===== src/rtl/riscv_ctrl_pkg.sv =====
// Shared constants for the multi-cycle RV32 control path and datapath decoders.
package riscv_ctrl_pkg;

    localparam logic [6:0] OP_LOAD   = 7'b0000011;
    localparam logic [6:0] OP_STORE  = 7'b0100011;
    localparam logic [6:0] OP_RTYPE  = 7'b0110011;
    localparam logic [6:0] OP_IMM    = 7'b0010011;
    localparam logic [6:0] OP_BRANCH = 7'b1100011;

    // Encoding is visible on the debug display, so values are fixed.
    typedef enum logic [3:0] {
        IDLE      = 4'd0,
        FETCH     = 4'd1,
        DECODE    = 4'd2,
        MEM_ADDR  = 4'd3,
        MEM_READ  = 4'd4,
        MEM_WB    = 4'd5,
        MEM_WRITE = 4'd6,
        EXEC_R    = 4'd7,
        EXEC_I    = 4'd8,
        ALU_WB    = 4'd9,
        BRANCH    = 4'd10,
        TRAP      = 4'd11
    } ctrlState_t;

    localparam logic [1:0] ALUOP_ADD   = 2'b00;
    localparam logic [1:0] ALUOP_SUB   = 2'b01;
    localparam logic [1:0] ALUOP_FUNCT = 2'b10;

    localparam logic [1:0] SRCB_RS2  = 2'b00;
    localparam logic [1:0] SRCB_FOUR = 2'b01;
    localparam logic [1:0] SRCB_IMM  = 2'b10;

endpackage


===== src/rtl/multicycle_control.sv =====
// Moore control FSM for the multi-cycle RV32 datapath: sequencing, single-step,
// retired-instruction counter and sticky illegal-opcode trap.
module multicycle_control
    import riscv_ctrl_pkg::*;
#(
    parameter int MEM_WAIT = 0
) (
    input  logic        clock,
    input  logic        reset,
    input  logic [6:0]  opcode,
    input  logic [2:0]  funct3,
    input  logic        run,
    input  logic        step,
    output logic        pcWrite,
    output logic        pcWriteCond,
    output logic        branchNe,
    output logic        pcSource,
    output logic        irWrite,
    output logic        memRead,
    output logic        memWrite,
    output logic        regWrite,
    output logic        memToReg,
    output logic        aluSrcA,
    output logic [1:0]  aluSrcB,
    output logic [1:0]  aluOp,
    output logic        instrDone,
    output logic        illegal,
    output logic [15:0] retired,
    output logic [3:0]  state
);

    ctrlState_t curState, nextState;
    logic [3:0] waitCnt;
    logic       lastWait;
    logic       inMemWait;

    assign lastWait  = (waitCnt == MEM_WAIT[3:0]);
    assign inMemWait = (curState == MEM_READ) || (curState == MEM_WRITE);
    assign state     = curState;

    always_ff @(posedge clock or posedge reset) begin
        if (reset) begin
            curState <= IDLE;
            waitCnt  <= 4'd0;
            retired  <= 16'd0;
            illegal  <= 1'b0;
        end else begin
            curState <= nextState;
            waitCnt  <= (inMemWait && !lastWait) ? waitCnt + 4'd1 : 4'd0;
            if (instrDone)
                retired <= retired + 16'd1;
            if (nextState == TRAP)
                illegal <= 1'b1;
        end
    end

    always_comb begin
        nextState   = curState;
        pcWrite     = 1'b0;
        pcWriteCond = 1'b0;
        branchNe    = 1'b0;
        pcSource    = 1'b0;
        irWrite     = 1'b0;
        memRead     = 1'b0;
        memWrite    = 1'b0;
        regWrite    = 1'b0;
        memToReg    = 1'b0;
        aluSrcA     = 1'b0;
        aluSrcB     = SRCB_RS2;
        aluOp       = ALUOP_ADD;
        instrDone   = 1'b0;
        case (curState)
            IDLE: begin
                if (run || step)
                    nextState = FETCH;
            end
            FETCH: begin
                memRead   = 1'b1;
                irWrite   = 1'b1;
                pcWrite   = 1'b1;
                aluSrcB   = SRCB_FOUR;
                nextState = DECODE;
            end
            DECODE: begin
                // Speculatively form the branch target into ALUOut.
                aluSrcB = SRCB_IMM;
                if (opcode == OP_LOAD || opcode == OP_STORE)
                    nextState = MEM_ADDR;
                else if (opcode == OP_RTYPE)
                    nextState = EXEC_R;
                else if (opcode == OP_IMM)
                    nextState = EXEC_I;
                else if (opcode == OP_BRANCH && funct3[2:1] == 2'b00)
                    nextState = BRANCH;
                else
                    nextState = TRAP;
            end
            MEM_ADDR: begin
                aluSrcA   = 1'b1;
                aluSrcB   = SRCB_IMM;
                nextState = (opcode == OP_STORE) ? MEM_WRITE : MEM_READ;
            end
            MEM_READ: begin
                memRead = 1'b1;
                if (lastWait)
                    nextState = MEM_WB;
            end
            MEM_WB: begin
                regWrite  = 1'b1;
                memToReg  = 1'b1;
                instrDone = 1'b1;
            end
            MEM_WRITE: begin
                memWrite  = 1'b1;
                instrDone = lastWait;
            end
            EXEC_R: begin
                aluSrcA   = 1'b1;
                aluOp     = ALUOP_FUNCT;
                nextState = ALU_WB;
            end
            EXEC_I: begin
                aluSrcA   = 1'b1;
                aluSrcB   = SRCB_IMM;
                nextState = ALU_WB;
            end
            ALU_WB: begin
                regWrite  = 1'b1;
                instrDone = 1'b1;
            end
            BRANCH: begin
                aluSrcA     = 1'b1;
                aluOp       = ALUOP_SUB;
                pcWriteCond = 1'b1;
                pcSource    = 1'b1;
                branchNe    = funct3[0];
                instrDone   = 1'b1;
            end
            TRAP: nextState = TRAP;
            default: nextState = IDLE;
        endcase
        // Every completing state shares the same exit rule.
        if (instrDone)
            nextState = run ? FETCH : IDLE;
    end

endmodule


===== config.mk =====
export PLATFORM = sky130hd
export DESIGN_NAME = multicycle_control
export DESIGN_NICKNAME = d
export VERILOG_FILES = /design/src/rtl/riscv_ctrl_pkg.sv /design/src/rtl/multicycle_control.sv
export SDC_FILE = /design/constraint.sdc
export NUM_CORES = 1
export LEC_CHECK = 0
export ABC_AREA = 1
export BUFFER_PORTS_ARGS = -buffer_cell sky130_fd_sc_hd__buf_4
export CORE_MARGIN = 4
export CORE_UTILIZATION = 50
export CTS_BUF_LIST = sky130_fd_sc_hd__clkbuf_8
export CTS_CLUSTER_SIZE = 14
export DETAILED_ROUTE_END_ITERATION = 8
export GPL_TIMING_DRIVEN = 1
export PLACE_DENSITY = 0.88
export SLEW_MARGIN = 25
export SYNTH_ARGS = -nofsm -noshare
export SYNTH_HDL_FRONTEND = slang
export SYNTH_SLANG_ARGS = --single-unit
export TNS_END_PERCENT = 100

===== constraint.sdc =====
create_clock -name clock -period 1.6 [get_ports clock]
set_input_delay 0.32 -clock clock [delete_from_list [all_inputs] [get_ports clock]]
set_output_delay 0.32 -clock clock [all_outputs]
set_load 0.005 [all_outputs]

After elaboration in Yosys (flattened, before gate mapping)

Cells that the tools add are included.

Reduce and logical (&&, ||, !) cells: 16
Equal/unequal tests: 17
Mux-type cells: 22
$add $sub $neg: 2

Operators with widths:

| cell                  | count |
|---|---|
| $pmux 4 s8            | 1 |
| $mux 4                | 6 |
| $eq 4x4->1 const B    | 5 |
| $add 16x1->16 const B | 1 |
| $eq 4x3->1 const B    | 4 |
| $eq 7x6->1 const B    | 2 |
| $mux 1                | 10 |
| $eq 4x2->1 const B    | 2 |
| $logic_not 4->1       | 2 |
| $pmux 2 s2            | 2 |
| $reduce_or 4->1       | 2 |
| $eq 7x2->1 const B    | 1 |
| $eq 7x5->1 const B    | 1 |
| $eq 7x7->1 const B    | 1 |
| $reduce_or 2->1       | 3 |
| $reduce_or 3->1       | 2 |
| $add 4x1->4 const B   | 1 |
| $eq 4x1->1 const B    | 1 |
| $mux 2                | 2 |
| $logic_or 1x1->1      | 3 |
| $logic_and 1x1->1     | 2 |
| $logic_not 2->1       | 1 |
| $pmux 1 s2            | 1 |
| $logic_not 1->1       | 1 |

Bits in registers: 25
Output and inout bits: 36
Logic and storage cells: 61

Longest topological paths before layout

Gate-level depths: netlist of run 1.

Depth after elaboration: 9
Depth in mapped cells: 12

Worst setup path after synthesis of run 1

Ideal clock, no wire load.

Path type: register to register
Start: reg waitCnt[0]
End: reg retired[5]
Cell stages (with the launch flop): 10
Path slack: 215 ps
Path buffers: 1
Period minus slack after synthesis: 1385 ps
Arrival: 1264 ps
Path through: dfrtp_1 > inv_1 > ha_1 > nand2_1 > nor2_1 > nand2_2 > nand3_4 > buf_6 > nand2_1 > xor2_1

Word-level cells in the longest chain between the ends: 2

RTL lines:

| what                   | line                     | source |
|---|---|---|
| start, declared        | multicycle_control.sv:33 | `logic [3:0] waitCnt;` |
| start signal, assigned | multicycle_control.sv:49 | `waitCnt <= (inMemWait && !lastWait) ? waitCnt + 4'd1 : 4'd0;` |
| $logic_not 4->1        | multicycle_control.sv:37 | `assign lastWait = (waitCnt == MEM_WAIT[3:0]);` |
| $pmux 1 s2             | multicycle_control.sv:72 | `case (curState)` |
| via instrDone          | multicycle_control.sv:26 | `output logic instrDone,` |
| end signal, assigned   | multicycle_control.sv:51 | `retired <= retired + 16'd1;` |
| end, declared          | multicycle_control.sv:28 | `output logic [15:0] retired,` |

The timed path passes the listed nets, and every way through them passes these cells.
A chain may end at the register's enable or synchronous reset.

Worst setup path in the final report of run 1

Start: reg waitCnt[0]
End: out instrDone

Word-level cells in the longest chain between the ends: 2

RTL lines:

| what            | line |
|---|---|
| $logic_not 4->1 | multicycle_control.sv:37 |
| $pmux 1 s2      | multicycle_control.sv:72 |
| end, declared   | multicycle_control.sv:26 |

Every way passes these cells.

==> results of run 1 <==
## synth_stat cells
library cell and n:
inv_2 2, nor2_1 35, nor2_4 1, a21oi_1 3
xnor2_1 3, xor2_1 12, nand2_1 47, buf_4 3
nand3_2 2, o21bai_1 1, dfrtp_1 25, nand3_4 1
ha_1 3, and2_1 1, o22ai_1 1, nand3_1 10
nand4_1 3, nor3_1 6, o21ai_0 5, inv_1 35
buf_6 1, nand2_2 4, nor2_2 2, nand3b_1 1
## timing repair
item / CTS / global route
gates cloned: 0 / 0
pin swaps: 4 / 7
endpoints found under the setup margin: 17 / 27
hold buffers: 0 / 0
gates resized for setup: 25 / 40
setup buffers: 10 / 10
## cell families (layout without fill, tap and decap cells)
logic type,Yosys count,in the layout,synth area share
AOI/OAI and AO/OA,10,10,0.0352
xor gates and xnor gates,15,15,0.0860
adders and majority gates,3,3,0.0246
buffers and inverters,41,112,0.113
DFF,25,25,0.410
and+or+nand+nor,113,113,0.332
## through the flow
| stage | utilization | total power, mW | worst slack, ns | cell area, µm² |
|---|---|---|---|---|
| 2_1_floorplan | - | 1.63 | 0.215 | 1530 |
| 3_3_place_gp | 0.677 | 2.08 | 0.0973 | 1920 |
| 3_5_place_dp | 0.677 | 2.13 | -0.00762 | 1920 |
| 4_1_cts | 0.739 | 2.67 | -0.0513 | 2090 |
| 5_1_grt | 0.821 | 3.29 | -0.174 | 2320 |
| 6_report | 0.821 | 3.11 | -0.132 | 2320 |
## registers in the layout, indices dropped and copies added, names as in the netlist
signal   cells
illegal      1
retired     16
state        4
waitCnt      4
## routing by layer
metal	vias to the layer above	global-route usage	part of all wire
li1	769	-	-
met4	0	0.0566	0.036
met2	76	0.372	0.52
met3	18	0.0462	0.062
met5	-	0	0
met1	827	0.258	0.38
## path summary, 6_finish.rpt
| kind | from | end | slack [ns] |
|---|---|---|---|
| max reg2reg | waitCnt[0] | retired[12] | -0.08 |
| min reg2reg | illegal | illegal | 0.48 |
| min | reset | waitCnt[2] | 0.08 |
| max in group asynchronous | reset | state[3] | 1.24 |
| min in group clock | run | state[0] | 0.31 |
| max | waitCnt[0] | instrDone | -0.13 |
## where the power goes
group	switching [mW]	internal, mW	total [mW]
logic	0.966	0.838	1.80
registers	0.185	0.749	0.933
clock network	0.202	0.172	0.374
total	1.35	1.76	3.11
## critical path, delay by kind of cell, from the launching register on
kind                       cells  cell delay (ns)
and+or+nand+nor                4             0.36
buffers and inverters          2             0.19
adders and majority gates      1             0.18
DFF                            1             0.40
## layout make-up
class                   count  share of cell area
clock inverters             1             0.00162
inverters                  37              0.0630
flip-flops and latches     25               0.272
repair buffers             71               0.239
multi-input cells         141               0.390
well taps                  31              0.0167
clock buffers               3              0.0178
==> impl_metrics.yaml, run 1 <==
floorplanning:
  initial_core_util: 0.540
  die_w_um: 63.3
  die_h_um: 63.3
  fp-row-count: 19
  io_pins: 50
  die_area_um2: 4000
  core_um2: 2830
grt:
  grt_pass1_wl_um: 6740
  track_usage: 0.210
  gr-total-overflow: 0
  grt_pass1_vias: 1479
  antenna_found_initial: 0
  grt_max_degree: 26
clock_tree:
  clk_latency_ns: 0.28
  clkSinkCount: 25
  ctsHtreeMaxLevel: 1
  cts_tree: "built"
  cts_buffers: 3
  clk_pin_slew_ns: 0.09
  clk_path_buf_depth: 2
  cts_root_buf: "clkbuf_8"
sta:
  tightest_slew_ns: 0.436
  slew_violations: 0
  finalCritPeriodShare: 1.08
  fin_setup_tns_ns: -1.03
  relSlewSlack: 0.707
  finalHoldViolations: 0
  period_needed_ns: 1.73
  finClkSkew_ns: 0.00508
  rsz0062_at_grt: "true"
  fmax_mhz: 577
  whs_ns: 0.0848
  finalSetupViolations: 19
  fin_ws_ns: -0.132
final_layout:
  final_nets: 296
  syn2layout_area_growth_pct: 52.0
  fill_cells: 164
  layout_common_cells: "buf_4, nand2_1, inv_1, nor2_1, dfrtp_1"
  final_common_cell: "buf_4"
  n_antenna_cell: 0
  multi_input_area_um2: 906
  regArea_um2: 631
  drive_gt1_frac: 0.446
  stdcell_count: 309
routing:
  dr.first_iter.drc_count: 133
  ant_nets: 0
  via_count: 1690
  detail_route.wl_per_cell_um: 16.4
  routed_wl_um: 5060
  post-route-drc-count: 0
  viasPerCell: 5.47
  firstDrtPassIters: 4
pwr:
  p_per_area_nw_per_um2: 1340
  p_leak_nw: 1.27
  peakVddDrop_uv: 1050
yosys:
  synth_top_area_share: 0.410
  yosysTopAreaCell: "dfrtp_1"
  yosysUniqueCellTypes: 24
  synth_seq_area_share: 0.410
  synth.area.top_cells: "dfrtp_1, nand2_1, inv_1, nor2_1, xor2_1"
  synthesis.area_um2: 1530
  ys_ff_latch: 25
  syn_avg_cell_area_um2: 7.38
  yosysWarnings: 0
  synth_nets: 224
  syn_inst: 207
worst_setup_path:
  crit_type: "reg2out"
  required_ns: 1.28
  cp_slowest_cell: "dfrtp_1"
  path_cells: "inv_1 > ha_2 > nand2_2 > nor2_4 > nand2_2 > nand3_4 > buf_6"
  cpPeakStageDelay_ns: 0.40
  crit_fanout: 3
  cp-start-kind: "flip-flop"
  cp_data_arrival_time_ns: 1.41
  rr_worst_depth: 12
  end_kind: "output pin"
  cpMostUsedCell: "nand2_2"
placement:
  placedCellCount: 285
  hpwl_um: 2800
  gp_congestion: 0.860
  port_buffers: 49
worst_hold_path:
  hold_class: "in2async"
run:
  drv_cap: 0
status:
  status: "finished with violations"
  violations: "setup timing"
No activity file was read; power rests on OpenSTA's default activity.
==> run 2: changes to the inputs <==
==> constraint.sdc (replaced) <==
create_clock -name clock -period 1.7 [get_ports clock]
set_input_delay 0.34 -clock clock [delete_from_list [all_inputs] [get_ports clock]]
set_output_delay 0.34 -clock clock [all_outputs]
set_load 0.05 [all_outputs]
==> run 2 against run 1 <==
  * The run still ends with setup timing left
  * Clock skew is 0.0017 ns lower
  * Core utilization fell by 3.0 points
  * Hold slack gained 0.035 ns
  * Combinational power rose by 38%
  * Cell area decreased by 3.6%
  * Sequential cell count stayed put
  * Critical path depth shrank 1
  * Wire length decreased by 20%
  * Global-route usage fell by 2.0 points
  * Clock power shrank 11%
==> impl_metrics.yaml, run 2 (synthesized netlist as in run 1, its figures left out) <==
final_layout:
  drive_gt1_frac: 0.414
  final_nets: 284
  largest_reg_flops: 16
  n_antenna_cell: 0
  stdcell_count: 297
  final_core_utilization: 0.791
  syn2layout_area_growth_pct: 46.5
  layout_common_cells: "buf_4, nand2_1, nor2_1, inv_1, dfrtp_1"
  final_common_cell: "buf_4"
  regMostFlops: "retired"
sta:
  fin_setup_tns_ns: -0.0978
  finalSetupViolations: 3
  whs_ns: 0.120
  fmax_mhz: 570
  slew_violations: 0
  period_needed_ns: 1.75
  rsz0062_at_grt: "true"
  finClkSkew_ns: 0.00341
  tightest_slew_ns: 0.348
  fin_ws_ns: -0.0535
  relSlewSlack: 0.766
  finalHoldViolations: 0
  finalCritPeriodShare: 1.03
routing:
  detail_route.wl_per_cell_um: 13.7
  viasPerCell: 5.17
  post-route-drc-count: 0
  dr.first_iter.drc_count: 105
  routed_wl_um: 4060
  firstDrtPassIters: 4
  ant_nets: 0
  via_count: 1536
clock_tree:
  ctsHtreeMaxLevel: 1
  clk_path_buf_depth: 2
  cts_buffers: 3
  cts_tree: "built"
  clkSinkCount: 25
  clk_latency_ns: 0.26
  clk_pin_slew_ns: 0.08
  hold_buffers: 0
  cts_root_buf: "clkbuf_8"
placement:
  hpwl_um: 2710
  port_buffers: 49
  placedCellCount: 285
  gp_congestion: 0.878
floorplanning:
  die_h_um: 63.3
  die_area_um2: 4000
  fp-row-count: 19
  initial_core_util: 0.540
  die_w_um: 63.3
  core_um2: 2830
  io_pins: 50
worst_setup_path:
  required_ns: 1.36
  reg2reg_slack_ns: 0.07
  cp-start-kind: "flip-flop"
  path_cells: "nand2_2 > inv_2 > nand2_2 > and2_4 > nand3_2 > buf_8"
  cp_slowest_cell: "dfrtp_2"
  cp_data_arrival_time_ns: 1.41
  crit_buf_inv: 2
  crit_type: "reg2out"
  rr_worst_depth: 12
  crit_fanout: 7
  cpMostUsedCell: "nand2_2"
  timing.rr.end: "retired[12]"
  cpLargestDelayFamily: "flip-flops"
  cpPeakStageDelay_ns: 0.49
  end_kind: "output pin"
  r2r_start: "waitCnt[1]"
  startpoint: "state[1]"
grt:
  grt_pass1_wl_um: 6200
  antenna_found_initial: 0
  track_usage: 0.190
  grt_max_degree: 26
  grt_pass1_vias: 1436
  gr-total-overflow: 0
pwr:
  finalPower_mw: 3.69
  p_per_area_nw_per_um2: 1650
  peakVddDrop_uv: 1240
  p_leak_nw: 1.19
status:
  violations: "setup timing"
  status: "finished with violations"
run:
  drv_cap: 0
worst_hold_path:
  hold_class: "in2async"
-- run 2: changes by cell type in the layout (fill, tap and decap cells not counted), moves of 2 or more --
cell and delta:
nand3_2 +2, clkinvlp_4 +2, buf_4 -21, inv_1 -2, buf_6 +5, nand3_4 -3, buf_8 +4
-- run 2: worst max-delay path by stage --
stage	endpoint	slack, ns	cells after the start
floorplan	memRead	-0.13	3
global placement	instrDone	0.10	7
detailed placement	instrDone	0.07	7
CTS	aluSrcA	0.0004	7
global route	aluSrcA	-0.12	6
finish	aluSrcA	-0.05	6
-- run 2: timing repair --
action,4_1_cts,5_1_grt
gates resized for setup,22,32
gates cloned,0,0
pin swaps,2,8
setup endpoints to repair,12,22
setup buffers,6,2
endpoints found under the hold margin,0,0
-- run 2: metrics by stage --
stage,area (µm²),setup slack [ns]
final,2240,-0.0535
after global routing,2240,-0.120
after CTS,2120,0.000428
after detailed placement,1970,0.0655
after global placement,1970,0.104
after floorplan,1610,-0.130
-- run 2: area by class of cell --
cell class | count | area [µm²]
Multi-Input combinational cell | 141 | 858
Sequential cell | 25 | 631
Fill cell | 181 | 591
Timing Repair Buffer | 59 | 514
Clock buffer | 3 | 41.3
Inverter | 37 | 151
Tap cell | 31 | 38.8
Clock inverter | 1 | 3.75
-- run 2: metal layers --
metal,part of all wire,vias up,global-route usage
li1,-,745,-
met1,0.42,734,0.235
met2,0.52,53,0.335
met3,0.050,4,0.0355
met4,0.012,0,0.0593
met5,0,-,0
-- run 2: tightest hold or removal path, stage by stage --
cell,delay [ns]
buf_4,0.11
inv_1,0.04
buf_4,0.30
-- run 2: report_power, final --
part / internal (mW) / total [mW] / switching [mW]
Clock: 0.161 / 0.333 / 0.172
Combinational: 0.837 / 2.49 / 1.65
Sequential: 0.705 / 0.876 / 0.171
Total: 1.70 / 3.69 / 1.99
